File: config.mk
export PLATFORM = sky130hd
export DESIGN_NAME = uart_transmitter
export DESIGN_NICKNAME = d
export VERILOG_FILES = /design/src/rtl/uart_transmitter.sv
export SDC_FILE = /design/constraint.sdc
export NUM_CORES = 1
export LEC_CHECK = 0
export ABC_CLOCK_PERIOD_IN_PS = 5500
export BUFFER_PORTS_ARGS = -buffer_cell sky130_fd_sc_hd__buf_2
export CORE_MARGIN = 2
export CORE_UTILIZATION = 29
export CTS_CLUSTER_SIZE = 30
export DETAILED_ROUTE_END_ITERATION = 10
export PLACE_DENSITY_LB_ADDON = 0.3
export SLEW_MARGIN = 20
export SYNTH_ARGS = -nofsm -noshare
export SYNTH_HDL_FRONTEND = slang
export SYNTH_SLANG_ARGS = --single-unit
File: constraint.sdc
create_clock -name clock -period 5.5 [get_ports clock]
set_input_delay 0.825 -clock clock [delete_from_list [all_inputs] [get_ports clock]]
set_output_delay 0.825 -clock clock [all_outputs]
set_load 0.02 [all_outputs]
File: src/rtl/uart_transmitter.sv
// UART transmitter: start bit, 8 data bits LSB first, optional parity,
// 1 or 2 stop bits, fed through a one-entry holding register.
//
// Ports:
//   clock         - system clock, rising edge
//   clear_n       - asynchronous active-low reset
//   data_in       - byte to transmit
//   data_in_valid - data_in is valid this cycle
//   data_in_ready - holding register empty (registered)
//   uart_tx       - serial line, registered, idles high
//   busy          - a frame is being driven
module uart_transmitter #(
    parameter int unsigned CLOCKS_PER_BIT = 10000,
    parameter int unsigned PARITY         = 0,
    parameter int unsigned STOP_BITS      = 1
) (
    input  logic       clock,
    input  logic       clear_n,
    input  logic [7:0] data_in,
    input  logic       data_in_valid,
    output logic       data_in_ready,
    output logic       uart_tx,
    output logic       busy
);

    typedef enum logic [2:0] {
        ST_IDLE,
        ST_START,
        ST_DATA,
        ST_PARITY,
        ST_STOP
    } state_t;

    localparam logic [13:0] CNT_LAST  = 14'(CLOCKS_PER_BIT - 1);
    localparam logic [2:0]  STOP_LAST = 3'(STOP_BITS - 1);
    localparam bit          PAR_EN    = (PARITY != 0);
    localparam bit          PAR_ODD   = (PARITY == 1);

    state_t      state;
    logic [13:0] clk_cnt;
    logic [2:0]  bit_idx;
    logic [7:0]  shift;
    logic        parity_bit;
    logic [7:0]  holding;
    logic        holding_full;

    logic cnt_last;
    logic stop_done;
    logic accept;
    logic load_shift;

    assign cnt_last  = (clk_cnt == CNT_LAST);
    // bit_idx doubles as the stop-bit counter while in STOP
    assign stop_done = (state == ST_STOP) && cnt_last
                       && (bit_idx == STOP_LAST);
    assign accept    = data_in_valid && data_in_ready;
    assign load_shift = holding_full
                        && ((state == ST_IDLE) || stop_done);

    // Holding register; ready is registered so it never follows valid.
    always_ff @(posedge clock or negedge clear_n) begin
        if (!clear_n) begin
            holding       <= 8'h00;
            holding_full  <= 1'b0;
            data_in_ready <= 1'b1;
        end else begin
            if (accept) begin
                holding      <= data_in;
                holding_full <= 1'b1;
            end else if (load_shift) begin
                holding_full <= 1'b0;
            end
            data_in_ready <= !(accept || (holding_full && !load_shift));
        end
    end

    always_ff @(posedge clock or negedge clear_n) begin
        if (!clear_n) begin
            state      <= ST_IDLE;
            clk_cnt    <= 14'd0;
            bit_idx    <= 3'd0;
            shift      <= 8'h00;
            parity_bit <= 1'b0;
            uart_tx    <= 1'b1;
            busy       <= 1'b0;
        end else if (load_shift) begin
            // Parity is latched from the whole byte before shifting starts
            state      <= ST_START;
            clk_cnt    <= 14'd0;
            bit_idx    <= 3'd0;
            shift      <= holding;
            parity_bit <= PAR_ODD ? ~^holding : ^holding;
            uart_tx    <= 1'b0;
            busy       <= 1'b1;
        end else begin
            unique case (state)
                ST_IDLE: begin
                    uart_tx <= 1'b1;
                    busy    <= 1'b0;
                end
                ST_START: begin
                    if (cnt_last) begin
                        state   <= ST_DATA;
                        clk_cnt <= 14'd0;
                        uart_tx <= shift[0];
                    end else begin
                        clk_cnt <= clk_cnt + 14'd1;
                    end
                end
                ST_DATA: begin
                    if (cnt_last) begin
                        clk_cnt <= 14'd0;
                        shift   <= shift >> 1;
                        bit_idx <= bit_idx + 3'd1;
                        if (bit_idx == 3'd7) begin
                            if (PAR_EN) begin
                                state   <= ST_PARITY;
                                uart_tx <= parity_bit;
                            end else begin
                                state   <= ST_STOP;
                                uart_tx <= 1'b1;
                            end
                        end else begin
                            uart_tx <= shift[1];
                        end
                    end else begin
                        clk_cnt <= clk_cnt + 14'd1;
                    end
                end
                ST_PARITY: begin
                    if (cnt_last) begin
                        state   <= ST_STOP;
                        clk_cnt <= 14'd0;
                        bit_idx <= 3'd0;
                        uart_tx <= 1'b1;
                    end else begin
                        clk_cnt <= clk_cnt + 14'd1;
                    end
                end
                ST_STOP: begin
                    if (cnt_last) begin
                        clk_cnt <= 14'd0;
                        if (bit_idx == STOP_LAST) begin
                            state   <= ST_IDLE;
                            bit_idx <= 3'd0;
                            busy    <= 1'b0;
                        end else begin
                            bit_idx <= bit_idx + 3'd1;
                        end
                    end else begin
                        clk_cnt <= clk_cnt + 14'd1;
                    end
                end
                default: begin
                    state   <= ST_IDLE;
                    uart_tx <= 1'b1;
                    busy    <= 1'b0;
                end
            endcase
        end
    end

endmodule

; ---- Yosys cells after proc, flatten, opt, wreduce, memory -nomap -nowiden
; Index checks and enable logic that the tools add are counted.
[op_classes]
n_mux = 32
eq_ne = 15
n_reduce_logical = 23
n_addsub = 2
[ops]
columns = operator, count
row1 = $mux W14, 3
row2 = $mux W3, 12
row3 = $mux W8, 3
row4 = $ne A3 B3 Y1 const B, 5
row5 = $pmux W3 S5, 1
row6 = $add A14 B1 Y14 const B, 1
row7 = $eq A14 B14 Y1 const B, 1
row8 = $mux W1, 10
row9 = $pmux W3 S3, 1
row10 = $reduce_and A4 Y1, 2
row11 = $reduce_bool A2 Y1, 4
row12 = $reduce_and A7 Y1, 1
row13 = $eq A3 B2 Y1 const B, 2
row14 = $eq A3 B3 Y1 const B, 2
row15 = $logic_not A3 Y1, 2
row16 = $logic_and A1 B1 Y1, 5
row17 = $ne A2 B2 Y1 const B, 2
row18 = $pmux W1 S4, 1
row19 = $reduce_bool A4 Y1, 1
row20 = $reduce_or A4 Y1, 1
row21 = $add A3 B1 Y3 const B, 1
row22 = $eq A3 B1 Y1 const B, 1
row23 = $ne A3 B2 Y1 const B, 1
row24 = $reduce_and A3 Y1, 1
row25 = 6 further kinds, 8
[word_totals]
inputBits = 11
ff_bits = 40

; ---- Logic depth before layout (Yosys ltp)
[depth]
depth_word = 9
depth_mapped = 7
mapped_depth_nobuf = 6

; ---- Least setup slack after synthesis
; Ideal clock, no wire load.
[synth_path]
path_kind = register -> register
startpoint = reg clk_cnt[0]
endpoint = reg shift[1]
t_arrival_ns = 2.006
period_less_slack_ns = 2.130
path_slack_ns = 3.370
n_path_buf = 1
path_stages_with_launch = 8
path_cell_list = dfrtp_1 -> ha_1 -> and4b_1 -> nand4_1 -> or3_1 -> buf_6 -> mux2_4 -> mux2_2
[synth_between]
elab_chain_len = 7
[synth_lines]
columns = element, line
row1 = "start, declared", 40  ; logic [13:0] clk_cnt;
row2 = "start signal, assigned", 107  ; clk_cnt <= clk_cnt + 14'd1;
row3 = "start signal, assigned", 127  ; clk_cnt <= clk_cnt + 14'd1;
row4 = "start signal, assigned", 137  ; clk_cnt <= clk_cnt + 14'd1;
row5 = $eq A14 B14 Y1 (*), 52  ; assign cnt_last = (clk_cnt == CNT_LAST);
row6 = $logic_and A1 B1 Y1, 54  ; assign stop_done = (state == ST_STOP) && cnt_last
row7 = $logic_and A1 B1 Y1, 55  ; && (bit_idx == STOP_LAST);
row8 = $logic_or A1 B1 Y1, 58  ; && ((state == ST_IDLE) || stop_done);
row9 = $logic_and A1 B1 Y1, 58
row10 = $reduce_bool A2 Y1 (no line), -
row11 = $reduce_and A2 Y1 (no line), -
row12 = "end signal, assigned", 91  ; shift <= holding;
row13 = "end signal, assigned", 113  ; shift <= shift >> 1;
row14 = "end, declared", 42  ; logic [7:0] shift;
; Every way passes the cells marked *; elsewhere a longest branch is shown, timed or not.
; A chain may end at the register's enable or synchronous reset.

; ---- Worst setup path after layout
[layout_path]
startpoint = reg clk_cnt[0]
endpoint = reg shift[6]
; The elaborated chain is that of the path after synthesis.

==> results.yml <==
clock_network:
  tritoncts_clock_tree: "done"
  root_buffer: "sky130_fd_sc_hd__clkbuf_8"
  post_cts_resize_count: 0
  clkTransAtPathRegs_ns: 0.08
  cts.path.max_buffers: 2
  cts_post_setup_buffers_inserted: 0
  numClockSinks: 40
  clock_latency_ns: 0.29
  cts_buffers: 5
  holdBufCountCts: 0
  clock_tree.htree_level_count: 2
route:
  first_pass_iters: 4
  route.detailed.vias_per_inst: 4.80
  drc: 0
  drt.antenna.violating_nets: 0
  totalWireLength_um: 3940
  avgRoutedWirePerCell_um: 12.6
  num_vias: 1497
  drtIter0Drc: 119
place:
  post-dp-hpwl_um: 2740
  placement.io_buffers: 13
  dpl.cell_count: 304
  finalWeightedCongestion: 0.844
  placed_area_um2: 2260
final_layout:
  insertedDiodeCount: 0
  syn2layout_area_growth_pct: 11.5
  num-fill-cells: 734
  postLayoutCellArea_um2: 2370
  layout.area.seq_um2: 1000
  num-nets-final: 227
  layout-drive-gt1-share: 0.221
  multi_input_combinational_cell_area_um2: 1040
  final-instance-count-excl-fill: 312
synthesis:
  syn_nets: 217
  synthCells: 202
  netlist.area_leader.share: 0.447
  netlist_top_cells_count: "sky130_fd_sc_hd__dfrtp_1 (38), sky130_fd_sc_hd__nor2_1 (19), sky130_fd_sc_hd__mux2_2 (14)"
  synth-seq-cells: 40
  synth_cell_type_count: 46
  synthesis_warnings: 0
  synth_area_um2: 2130
  post-synth-top-area-cell: "sky130_fd_sc_hd__dfrtp_1"
  number_of_enable_flip_flop_cells_after_synthesis: 0
  postSynth.asyncResetShare: 1.00
  synth_most_common_cell: "sky130_fd_sc_hd__dfrtp_1"
  synth.yosys.seq_area_share: 0.471
  synth_top_cells_by_area: "sky130_fd_sc_hd__dfrtp_1 (45%), sky130_fd_sc_hd__mux2_2 (7.4%), sky130_fd_sc_hd__mux2_4 (4.2%)"
  syn_area_per_cell_um2: 10.5
  dominantRegCellSynth: "sky130_fd_sc_hd__dfrtp_1"
global_routing:
  grt_start_max_net_pins: 41
  grt_util_all_layers: 0.111
  first_global_vias: 1424
  grt_pass1_wl_um: 6860
  overflow: 0
  antenna_violations_before_repair: 0
critical_path:
  reg2reg_setup_slack_ns: 2.72
  critical_path.startpoint_type: "flip-flop"
  cp-end-kind: "flip-flop"
  reg2reg_from: "clk_cnt[0]$_DFFE_PN0P_"
  required_time_worst_endpoint_ns: 5.68
  worstReg2RegEnd: "shift[6]$_DFFE_PN0P_"
  cp.arrival_ns: 2.97
  setup.worst_path.class: "reg -> reg"
  rr_worst_depth: 6
  worst-path-max-fanout: 13
die:
  start_util: 0.297
  floorplan.core_area_um2: 7180
  die_width_um: 89.7
  design.die.area_um2: 8040
  die_h_um: 89.7
  design.portCount: 14
  rows: 31
hold_path:
  hold_path_end: "shift[3]$_DFFE_PN0P_"
  worstHoldPathCells: 1
  timing.hold.worst.start: "holding[3]$_DFFE_PN0P_"
  worst_hold_path_type: "reg -> reg"
sta:
  total_count_of_hold_check_failures_in_the_final_report: 0
  worst_max_slew_margin_expressed_relative_to_the_limit: 0.366
  pin_slew_with_the_least_headroom_to_its_limit_ns: 0.947
  rsz0062_at_grt: "no"
  drv_slew: 0
  clock.fmax_ghz: 0.359
  finClkSkew_ns: 0.00759
  hold_slack_ns: 0.510
  final_min_period_ns: 2.78
  final-setup-viol-count: 0
  fin_crit_sh: 0.506
  timing.setup.tns_ns: 0
pwr:
  power.density_nw_per_um2: 254
  largest_vdd_supply_drop_v: 0.000130
  cellLeakagePower_uw: 0.00104
  report.power.total_uw: 603
outcome:
  run_status: "finished, final reports clean"
run:
  max_cap_viol_count: 0
[cell usage in the layout, fill, tap and decap left out, types with 3 or more instances in the layout]
master                     netlist  final
sky130_fd_sc_hd__nor4_1          4      4
sky130_fd_sc_hd__inv_1           7      7
sky130_fd_sc_hd__nor3_1          4      4
sky130_fd_sc_hd__a21oi_1        10     10
sky130_fd_sc_hd__nand4_1         3      3
sky130_fd_sc_hd__clkbuf_8        0      5
sky130_fd_sc_hd__or3_1           5      5
sky130_fd_sc_hd__mux2_4          6      6
sky130_fd_sc_hd__o21ai_0         6      6
sky130_fd_sc_hd__buf_2           2     13
sky130_fd_sc_hd__nor2_1         19     19
sky130_fd_sc_hd__ha_1            4      4
sky130_fd_sc_hd__dfrtp_1        38     38
sky130_fd_sc_hd__xnor2_1         3      3
sky130_fd_sc_hd__a31oi_1         4      4
sky130_fd_sc_hd__nand2_1        13     13
sky130_fd_sc_hd__nand3_1        11     11
sky130_fd_sc_hd__mux2_2         14     14
sky130_fd_sc_hd__xor2_1          6      6
[cell families (layout without fill, tap and decap cells)]
group | after synthesis | after routing | synth area share
buf+inv | 17 | 28 | 0.0382
mux | 23 | 23 | 0.136
compound gates | 34 | 34 | 0.106
xor+xnor | 9 | 9 | 0.0370
flops | 40 | 40 | 0.471
simple gates | 75 | 75 | 0.187
fa+ha+maj | 4 | 4 | 0.0235
[final cells by class]
type,instances,share of cell area
Clock buffer,5,0.0290
Multi-Input combinational cell,145,0.440
Inverter,7,0.0111
Clock inverter,3,0.0179
Timing Repair Buffer,13,0.0274
Sequential cell,40,0.423
Tap cell,99,0.0522
[flip-flops by register name (all words and copies together) (netlist names)]
register and cells:
uart_tx 1, state 3, holding_full 1, shift 8, bit_idx 3, data_in_ready 1
clk_cnt 14, holding 8, busy 1
[report_power, final]
group / internal, µW / switching, µW
Sequential: 317 / 11.8
Clock: 134 / 105
Combinational: 20.2 / 14.6
[metal layers]
metal	GRT usage	part of all wire	up-vias
met5	0	0	-
met4	0.0448	0.018	0
met3	0.0210	0.027	5
met2	0.167	0.46	21
met1	0.156	0.50	729
li1	-	-	742
[per-stage QoR]
stage               setup WS (ns)   util
detailed placement           2.67  0.315
finish                       2.72  0.331
global placement             2.76  0.315
floorplan                    3.37      -
CTS                          2.67  0.331
global route                 2.45  0.331
[worst max path at each step]
stage                           start                   end  slack [ns]  depth (start not counted)
6_report       clk_cnt[0]$_DFFE_PN0P_  shift[6]$_DFFE_PN0P_        2.72                          6
2_1_floorplan  clk_cnt[0]$_DFFE_PN0P_  shift[1]$_DFFE_PN0P_        3.37                          7
3_3_place_gp   clk_cnt[0]$_DFFE_PN0P_  shift[5]$_DFFE_PN0P_        2.76                          6
5_1_grt        clk_cnt[0]$_DFFE_PN0P_  shift[6]$_DFFE_PN0P_        2.45                          6
4_1_cts        clk_cnt[0]$_DFFE_PN0P_  shift[6]$_DFFE_PN0P_        2.67                          6
3_5_place_dp   clk_cnt[0]$_DFFE_PN0P_  shift[1]$_DFFE_PN0P_        2.67                          6
[worst max-delay path, cell delays in order (launching register included)]
cell,delay [ns]
sky130_fd_sc_hd__dfrtp_1,0.39
sky130_fd_sc_hd__ha_1,0.25
sky130_fd_sc_hd__and4b_1,0.27
sky130_fd_sc_hd__and4_1,0.46
sky130_fd_sc_hd__a21boi_2,0.15
sky130_fd_sc_hd__nor2_1,0.75
sky130_fd_sc_hd__mux2_2,0.41
(Power assumes the default switching activity.)
